===== config.mk =====
export PLATFORM = sky130hd
export DESIGN_NAME = rs_syndrome_unit_flat
export DESIGN_NICKNAME = d
export VERILOG_FILES = /design/src/rtl/rs_pkg.sv /design/src/rtl/rs_syndrome_unit_if.sv /design/src/rtl/rs_gf_const_mul.sv /design/src/rtl/rs_syndrome_unit.sv /design/src/flat_wrapper.sv
export SDC_FILE = /design/constraint.sdc
export NUM_CORES = 1
export LEC_CHECK = 0
export CAP_MARGIN = 20
export CORE_MARGIN = 1.5
export CORE_UTILIZATION = 48
export DETAILED_ROUTE_END_ITERATION = 16
export PLACE_DENSITY_LB_ADDON = 0.08
export REMOVE_ABC_BUFFERS = 1
export SYNTH_ARGS = -nofsm -noshare
export SYNTH_HDL_FRONTEND = slang
export SYNTH_SLANG_ARGS = --single-unit

===== constraint.sdc =====
create_clock -name clk -period 2.2 [get_ports clk]
set_input_delay 0.33 -clock clk [delete_from_list [all_inputs] [get_ports clk]]
set_output_delay 0.33 -clock clk [all_outputs]
set_load 0.02 [all_outputs]

===== src/rtl/rs_pkg.sv =====
// rtl/rs_pkg.sv - GF(2^m) helpers, FSM state type and root-count helper for the RS syndrome unit
package rs_pkg;

    typedef enum logic {
        ACCUM = 1'b0,
        HOLD  = 1'b1
    } rs_state_e;

    // Number of syndromes (parity roots) for an RS(N,K) code.
    function automatic int rs_nroots(input int n, input int k);
        return n - k;
    endfunction

    // Shift-and-add multiply of a and b in GF(2^m), reduced by poly (which includes the x^m term).
    function automatic int gf_mul(input int a, input int b, input int poly, input int m);
        int p;
        int aa;
        p  = 0;
        aa = a;
        for (int i = 0; i < m; i++) begin
            if (b[i]) p = p ^ aa;
            aa = aa << 1;
            if (aa[m]) aa = aa ^ poly;
        end
        return p;
    endfunction

    // alpha^j where alpha = x is the primitive element.
    function automatic int gf_alpha_pow(input int j, input int poly, input int m);
        int p;
        p = 1;
        for (int i = 0; i < j; i++) begin
            p = gf_mul(p, 2, poly, m);
        end
        return p;
    endfunction

endpackage


===== src/rtl/rs_syndrome_unit_if.sv =====
// rtl/rs_syndrome_unit_if.sv - symbol-in / syndrome-out handshake bundle of the RS syndrome unit
interface rs_syndrome_unit_if
    import rs_pkg::*;
#(
    parameter int SYM_W  = 3,
    parameter int NROOTS = rs_nroots(7, 3)
);
    logic                    sym_valid;
    logic                    sym_ready;
    logic [SYM_W-1:0]        sym_data;
    logic                    sym_last;
    logic                    synd_valid;
    logic                    synd_ready;
    logic [NROOTS*SYM_W-1:0] synd;
    logic                    err_det;
    logic                    frame_err;
    logic [15:0]             err_cnt;

    modport master (
        output sym_valid, sym_data, sym_last, synd_ready,
        input  sym_ready, synd_valid, synd, err_det, frame_err, err_cnt
    );

    modport slave (
        input  sym_valid, sym_data, sym_last, synd_ready,
        output sym_ready, synd_valid, synd, err_det, frame_err, err_cnt
    );
endinterface


===== src/rtl/rs_gf_const_mul.sv =====
// rtl/rs_gf_const_mul.sv - combinational multiply by the constant alpha^EXP in GF(2^SYM_W)
module rs_gf_const_mul
    import rs_pkg::*;
#(
    parameter int SYM_W     = 3,
    parameter int PRIM_POLY = 11,
    parameter int EXP       = 1
) (
    input  logic [SYM_W-1:0] a,
    output logic [SYM_W-1:0] y
);
    localparam logic [SYM_W-1:0] COEF = SYM_W'(gf_alpha_pow(EXP, PRIM_POLY, SYM_W));
    localparam logic [SYM_W-1:0] RED  = SYM_W'(PRIM_POLY);

    logic [SYM_W-1:0] sh;

    // Accumulate a*x^i for each set coefficient bit; the constant folds this into an XOR network.
    always_comb begin
        y  = '0;
        sh = a;
        for (int i = 0; i < SYM_W; i++) begin
            if (COEF[i]) y = y ^ sh;
            sh = {sh[SYM_W-2:0], 1'b0} ^ (sh[SYM_W-1] ? RED : '0);
        end
    end
endmodule


===== src/rtl/rs_syndrome_unit.sv =====
// rtl/rs_syndrome_unit.sv - symbol-serial RS syndrome calculator; RS_SYND_ERRCNT_EN adds an errored-codeword counter
module rs_syndrome_unit
    import rs_pkg::*;
#(
    parameter int SYM_W     = 3,
    parameter int N         = 7,
    parameter int K         = 3,
    parameter int PRIM_POLY = 11
) (
    input  logic               clk,
    input  logic               reset_n,
    rs_syndrome_unit_if.slave  bus
);
    localparam int NROOTS = rs_nroots(N, K);
    localparam int CNT_W  = (N > 2) ? $clog2(N) : 1;
    localparam logic [CNT_W-1:0] LAST_IDX = CNT_W'(N - 1);

    rs_state_e               state;
    rs_state_e               state_nxt;
    logic [CNT_W-1:0]        sym_cnt;
    logic [SYM_W-1:0]        s_q      [NROOTS];
    logic [SYM_W-1:0]        s_mul_in [NROOTS];
    logic [SYM_W-1:0]        s_prod   [NROOTS];
    logic [SYM_W-1:0]        s_nxt    [NROOTS];
    logic [NROOTS*SYM_W-1:0] synd_packed;
    logic                    xfer;
    logic                    cw_end;
    logic                    any_nz;
    logic                    err_det_q;
    logic                    frame_err_q;

    assign bus.sym_ready  = (state == ACCUM);
    assign bus.synd_valid = (state == HOLD);
    assign bus.synd       = synd_packed;
    assign bus.err_det    = err_det_q;
    assign bus.frame_err  = frame_err_q;

    assign xfer   = bus.sym_valid && (state == ACCUM);
    assign cw_end = xfer && (bus.sym_last || (sym_cnt == LAST_IDX));

    // One Horner step per root: S_j <- S_j*alpha^j + v, with S_j forced to 0 on the first symbol.
    for (genvar j = 1; j <= NROOTS; j++) begin : g_root
        assign s_mul_in[j-1] = (sym_cnt == '0) ? '0 : s_q[j-1];
        rs_gf_const_mul #(
            .SYM_W     (SYM_W),
            .PRIM_POLY (PRIM_POLY),
            .EXP       (j)
        ) u_mul (
            .a (s_mul_in[j-1]),
            .y (s_prod[j-1])
        );
        assign s_nxt[j-1] = s_prod[j-1] ^ bus.sym_data;
        assign synd_packed[j*SYM_W-1 -: SYM_W] = s_q[j-1];
    end

    // Error detection looks at the syndromes being written on the final transfer.
    always_comb begin
        any_nz = 1'b0;
        for (int j = 0; j < NROOTS; j++) begin
            any_nz = any_nz | (|s_nxt[j]);
        end
    end

    // State register.
    always_ff @(posedge clk or negedge reset_n) begin
        if (!reset_n) state <= ACCUM;
        else          state <= state_nxt;
    end

    // Next state: accumulate until codeword end, then hold the result until it is taken.
    always_comb begin
        state_nxt = state;
        case (state)
            ACCUM:   if (cw_end) state_nxt = HOLD;
            HOLD:    if (bus.synd_ready) state_nxt = ACCUM;
            default: state_nxt = ACCUM;
        endcase
    end

    // Syndrome accumulators, symbol counter and the flags latched at codeword end.
    always_ff @(posedge clk or negedge reset_n) begin
        if (!reset_n) begin
            sym_cnt     <= '0;
            err_det_q   <= 1'b0;
            frame_err_q <= 1'b0;
            for (int j = 0; j < NROOTS; j++) s_q[j] <= '0;
        end else begin
            if (xfer) begin
                for (int j = 0; j < NROOTS; j++) s_q[j] <= s_nxt[j];
                sym_cnt <= cw_end ? '0 : sym_cnt + 1'b1;
            end
            if (cw_end) begin
                err_det_q   <= any_nz;
                frame_err_q <= (sym_cnt != LAST_IDX) || !bus.sym_last;
            end
        end
    end

`ifdef RS_SYND_ERRCNT_EN
    logic [15:0] err_cnt_q;

    // Count delivered codewords that carried errors, saturating at all-ones.
    always_ff @(posedge clk or negedge reset_n) begin
        if (!reset_n) err_cnt_q <= '0;
        else if ((state == HOLD) && bus.synd_ready && err_det_q && (err_cnt_q != 16'hFFFF))
            err_cnt_q <= err_cnt_q + 16'd1;
    end

    assign bus.err_cnt = err_cnt_q;
`else
    assign bus.err_cnt = 16'd0;
`endif
endmodule


===== src/flat_wrapper.sv =====
// flat-port wrapper written by rule: the top's interface ports become plain ports
module rs_syndrome_unit_flat import rs_pkg::*;
#(
    parameter int SYM_W     = 3,
    parameter int N         = 7,
    parameter int K         = 3,
    parameter int PRIM_POLY = 11
)
  (clk, reset_n, bus_sym_valid, bus_sym_data, bus_sym_last, bus_synd_ready, bus_sym_ready, bus_synd_valid, bus_synd, bus_err_det, bus_frame_err, bus_err_cnt);
  rs_syndrome_unit_if #(.SYM_W(SYM_W), .NROOTS((N - K))) bus_i ();
  input  logic clk;
  input  logic reset_n;
  input wire logic [$bits(bus_i.sym_valid)-1:0] bus_sym_valid;
  input wire logic [$bits(bus_i.sym_data)-1:0] bus_sym_data;
  input wire logic [$bits(bus_i.sym_last)-1:0] bus_sym_last;
  input wire logic [$bits(bus_i.synd_ready)-1:0] bus_synd_ready;
  output wire logic [$bits(bus_i.sym_ready)-1:0] bus_sym_ready;
  output wire logic [$bits(bus_i.synd_valid)-1:0] bus_synd_valid;
  output wire logic [$bits(bus_i.synd)-1:0] bus_synd;
  output wire logic [$bits(bus_i.err_det)-1:0] bus_err_det;
  output wire logic [$bits(bus_i.frame_err)-1:0] bus_frame_err;
  output wire logic [$bits(bus_i.err_cnt)-1:0] bus_err_cnt;
  assign bus_i.sym_valid = bus_sym_valid;
  assign bus_i.sym_data = bus_sym_data;
  assign bus_i.sym_last = bus_sym_last;
  assign bus_i.synd_ready = bus_synd_ready;
  assign bus_sym_ready = bus_i.sym_ready;
  assign bus_synd_valid = bus_i.synd_valid;
  assign bus_synd = bus_i.synd;
  assign bus_err_det = bus_i.err_det;
  assign bus_frame_err = bus_i.frame_err;
  assign bus_err_cnt = bus_i.err_cnt;
  rs_syndrome_unit #(.SYM_W(SYM_W), .N(N), .K(K), .PRIM_POLY(PRIM_POLY)) u_core (.clk(clk), .reset_n(reset_n), .bus(bus_i));
endmodule

==> metrics.log <==
INFO  metric globalRouteTotalUtil = 20.5%
INFO  metric place_ws = 0.252 ns
INFO  metric drt.antenna.violating_nets = 0
INFO  metric dp.final_hpwl = 2.48 mm
INFO  metric power_density_over_the_cells = 1340 nW/µm²
INFO  metric die_width = 58.6 µm
INFO  metric setup_slack = 0.276 ns
INFO  metric share_of_post_route_cells_with_drive_strength_above_1 = 9.80%
INFO  metric core.rowCount = 19
INFO  metric worst_hold_path_type = in2async
INFO  metric route.detailed.drc = 0
INFO  metric synth_top_cell_area_share = 30.4%
INFO  metric outcome = complete, no violations
INFO  metric critPathLaunchType = flip-flop
INFO  metric seq_power_share = 30.6%
INFO  metric fin_crit = 1.92 ns
INFO  metric cp.arrival = 1.59 ns
INFO  metric grt_first_pass_wirelength = 5.48 mm
INFO  metric pin_count_of_the_biggest_net_entering_global_routing = 19
INFO  metric synth.lib_cells_used.distinct = 42
INFO  metric globalRoute.totalOverflow = 0
INFO  metric crit_slowest_cell = clkdlybuf4s50_1
INFO  metric design.core.area = 2850 µm²
INFO  metric maxClockFrequency = 520 MHz
INFO  metric postCtsSetupRepairBufs = 0
INFO  metric multi_input_area = 871 µm²
INFO  metric period_share = 87.5%
INFO  metric vdd_ir_drop_max = 0.690 mV
INFO  metric syn2layout_area_growth = 15.7%
INFO  metric critical-path-top-delay-family = buffers and inverters
INFO  metric ctsResizeCount = 0
INFO  metric setup_tns = 0 ns
INFO  metric capturing_element_type_of_the_critical_path = primary output
INFO  metric clk_pin_slew = 0.11 ns
INFO  metric clockRootBuffer = clkbuf_4
INFO  metric drt_iter0_markers = 39
INFO  metric worst_skew_pair.late_latency = 0.30 ns
INFO  metric seq_area_frac_synth = 30.4%
INFO  metric clock_share_of_power = 9.2%
INFO  metric cts_hold_repair.buffers = 0
INFO  metric p_int = 1.19 mW
INFO  metric worst-endpoint-required = 1.87 ns
INFO  metric finalHoldViolations = 0
INFO  metric tritoncts = built
INFO  metric clk_path_buf_depth = 2
INFO  metric crit_path_cell_trace = clkdlybuf4s50_1
INFO  metric worstSetupPathType = reg2out
INFO  metric ys_ff_latch = 18
INFO  metric die-area = 3430 µm²
INFO  metric avgRoutedWirePerCell = 14.3 µm
INFO  metric layout.cells.most_common = clkdlybuf4s50_1
INFO  metric crit_fanout = 12
INFO  metric path_buf_inv = 1
INFO  metric first_global_vias = 1270
INFO  metric unrepaired_setup_endpoints_after_global_routing = false
INFO  metric number_of_warnings_issued_by_yosys = 0
INFO  metric synthesis.instances = 184
INFO  metric detailroute.via_count = 1334
INFO  metric cts.sink_count = 18
INFO  metric number_of_pins_with_negative_max_slew_slack_in_the_final_report = 0
INFO  metric io_buffers = 23
INFO  metric cts-buffers-inserted = 3
INFO  metric htree_levels = 1
INFO  metric num-fill-cells = 268
INFO  metric final_number_of_setup_violating_endpoints = 0
INFO  metric gp_congestion = 0.800
INFO  metric cpPeakStageDelay = 0.69 ns
INFO  metric leakagePower = 0.733 nW
INFO  metric post-route-util = 60.2%
INFO  metric synth_largest_area_cell = dfrtp_1
INFO  metric finish.net_count = 216
INFO  metric proportion_of_total_power_due_to_net_switching = 48.1%
INFO  metric final_hold_slack = 0.353 ns
INFO  metric viasPerCell = 5.68
INFO  metric wirelength = 3.36 mm
INFO  metric final_cell_mix = clkdlybuf4s50_1 (23), nand2_1 (20), dfrtp_1 (18), o21ai_0 (17), nor2_1 (17)
INFO  metric die_outline_height = 58.6 µm
INFO  metric switching_power = 1.11 mW
INFO  metric antennaDiodeCount = 0
INFO  metric timing.clock.skew = 0.00334 ns
INFO  metric placed_area = 1680 µm²
INFO  metric post_synth.cell_area_avg = 8.06 µm²
INFO  metric pin_count = 40
INFO  metric regArea = 450 µm²
INFO  metric detailedRoute.firstPassIterationCount = 4
INFO  metric floorplan.initialDensity = 52.0%
INFO  metric number_of_antenna_violations_at_the_first_check_in_global_routing = 0
INFO  metric drv.max_cap_violation_count = 0
INFO  metric p_comb_share = 60.2%
INFO  metric post-route-cell-area = 1720 µm²
INFO  metric synth.cell_area = 1480 µm²
INFO  metric synth_area_leaders = dfrtp_1 (30%), buf_4 (8.6%), o21ai_0 (5.7%)
-- metal layers --
layer  vias to the layer above  global-route usage, %  share of wire, %
met2                        43                   34.5                48
met1                       640                   26.7                46
li1                        643                      -                 -
met5                         -                      0                 0
met3                         8                   2.64               3.9
met4                         0                   8.12               1.8
-- layout make-up --
type,instances,area share [%]
multi-input combinational,144,50.7
sequential,18,26.2
clock buffer,4,2.11
timing repair buffer,32,17.3
inverter,6,1.31
tap,31,2.26
-- flip-flops by register name, summed over array words and instances (netlist names) --
| register | cells |
|---|---|
| u_core.bus.synd | 12 |
| u_core.bus.err_det | 1 |
| u_core.bus.synd_valid | 1 |
| u_core.sym_cnt | 3 |
| u_core.bus.frame_err | 1 |
-- worst paths after layout --
check                                   startpoint                  to  slack (ns)  cells past startpoint
worst max-delay path            u_core.bus.synd[8]         bus_synd[8]        0.28                      1
worst min-delay path                       reset_n  u_core.bus.synd[4]        0.35                      2
worst max register to register   u_core.sym_cnt[0]  u_core.bus.err_det        0.33                      7
worst min register to register  u_core.bus.synd[0]  u_core.bus.synd[0]        0.56                      2
max in group asynchronous                  reset_n   u_core.sym_cnt[1]        1.64                      2
min in group clk                u_core.bus.synd[0]  u_core.bus.synd[0]        0.56                      2
-- metrics by stage --
step	power (mW)	instances
finish	2.30	235
global route	2.48	235
CTS	2.30	235
detailed placement	2.08	231
global placement	2.04	231
floorplan	1.59	168
-- worst reg2reg max path, cell delays in order, from the launching register on --
cell and delay, ns:
dfrtp_1 0.40, inv_1 0.12, ha_1 0.18, nor2b_2 0.40
nor2_1 0.13, xnor2_1 0.20, and4_1 0.22, a41oi_2 0.10
-- synth_stat cells --
cell / count
clkbuf_1: 5
mux2_2: 1
nor4_1: 2
nor2b_1: 2
xnor3_1: 1
mux2i_1: 2
a31oi_1: 7
o22a_1: 2
o32ai_1: 3
or3_1: 1
buf_6: 1
xor2_1: 8
a41oi_2: 1
a211oi_1: 1
buf_4: 17
xor2_2: 1
inv_1: 6
ha_1: 3
nand2_1: 20
a41oi_1: 2
xnor2_2: 1
nor3_1: 4
nand3_1: 3
o22ai_1: 2
a21oi_1: 8
and3_1: 1
a22o_1: 1
nand2b_1: 4
a21oi_2: 1
buf_1: 1
nor2_1: 17
buf_2: 7
o31ai_1: 1
and4_1: 1
nor2b_2: 1
dfrtp_1: 18
o21ai_0: 17
conb_1: 1
or2_2: 1
nand4_1: 2
o221ai_1: 2
xnor2_1: 4
-- power by group through the flow --
stage	clock [mW]	sequential, mW	combinational, mW
CTS	0.215	0.704	1.39
global placement	0	0.698	1.34
detailed placement	0	0.713	1.36
global route	0.224	0.735	1.52
floorplan	0	0.799	0.790
finish	0.212	0.703	1.38
-- kinds of logic (layout without fill, tap and decap cells) --
family,Yosys count,count (layout),share of synthesized area [%]
adder cells (fa/ha/maj),3,3,2.53
other,1,16,0.253
multiplexers,3,3,2.11
AND/OR/NAND/NOR,59,59,18.4
AO/OA/AOI/OAI,48,48,20.8
XOR/XNOR,15,15,10.8
flip-flops,18,18,30.4
buffers and inverters,37,42,14.8
No activity file was read; power rests on OpenSTA's default activity.
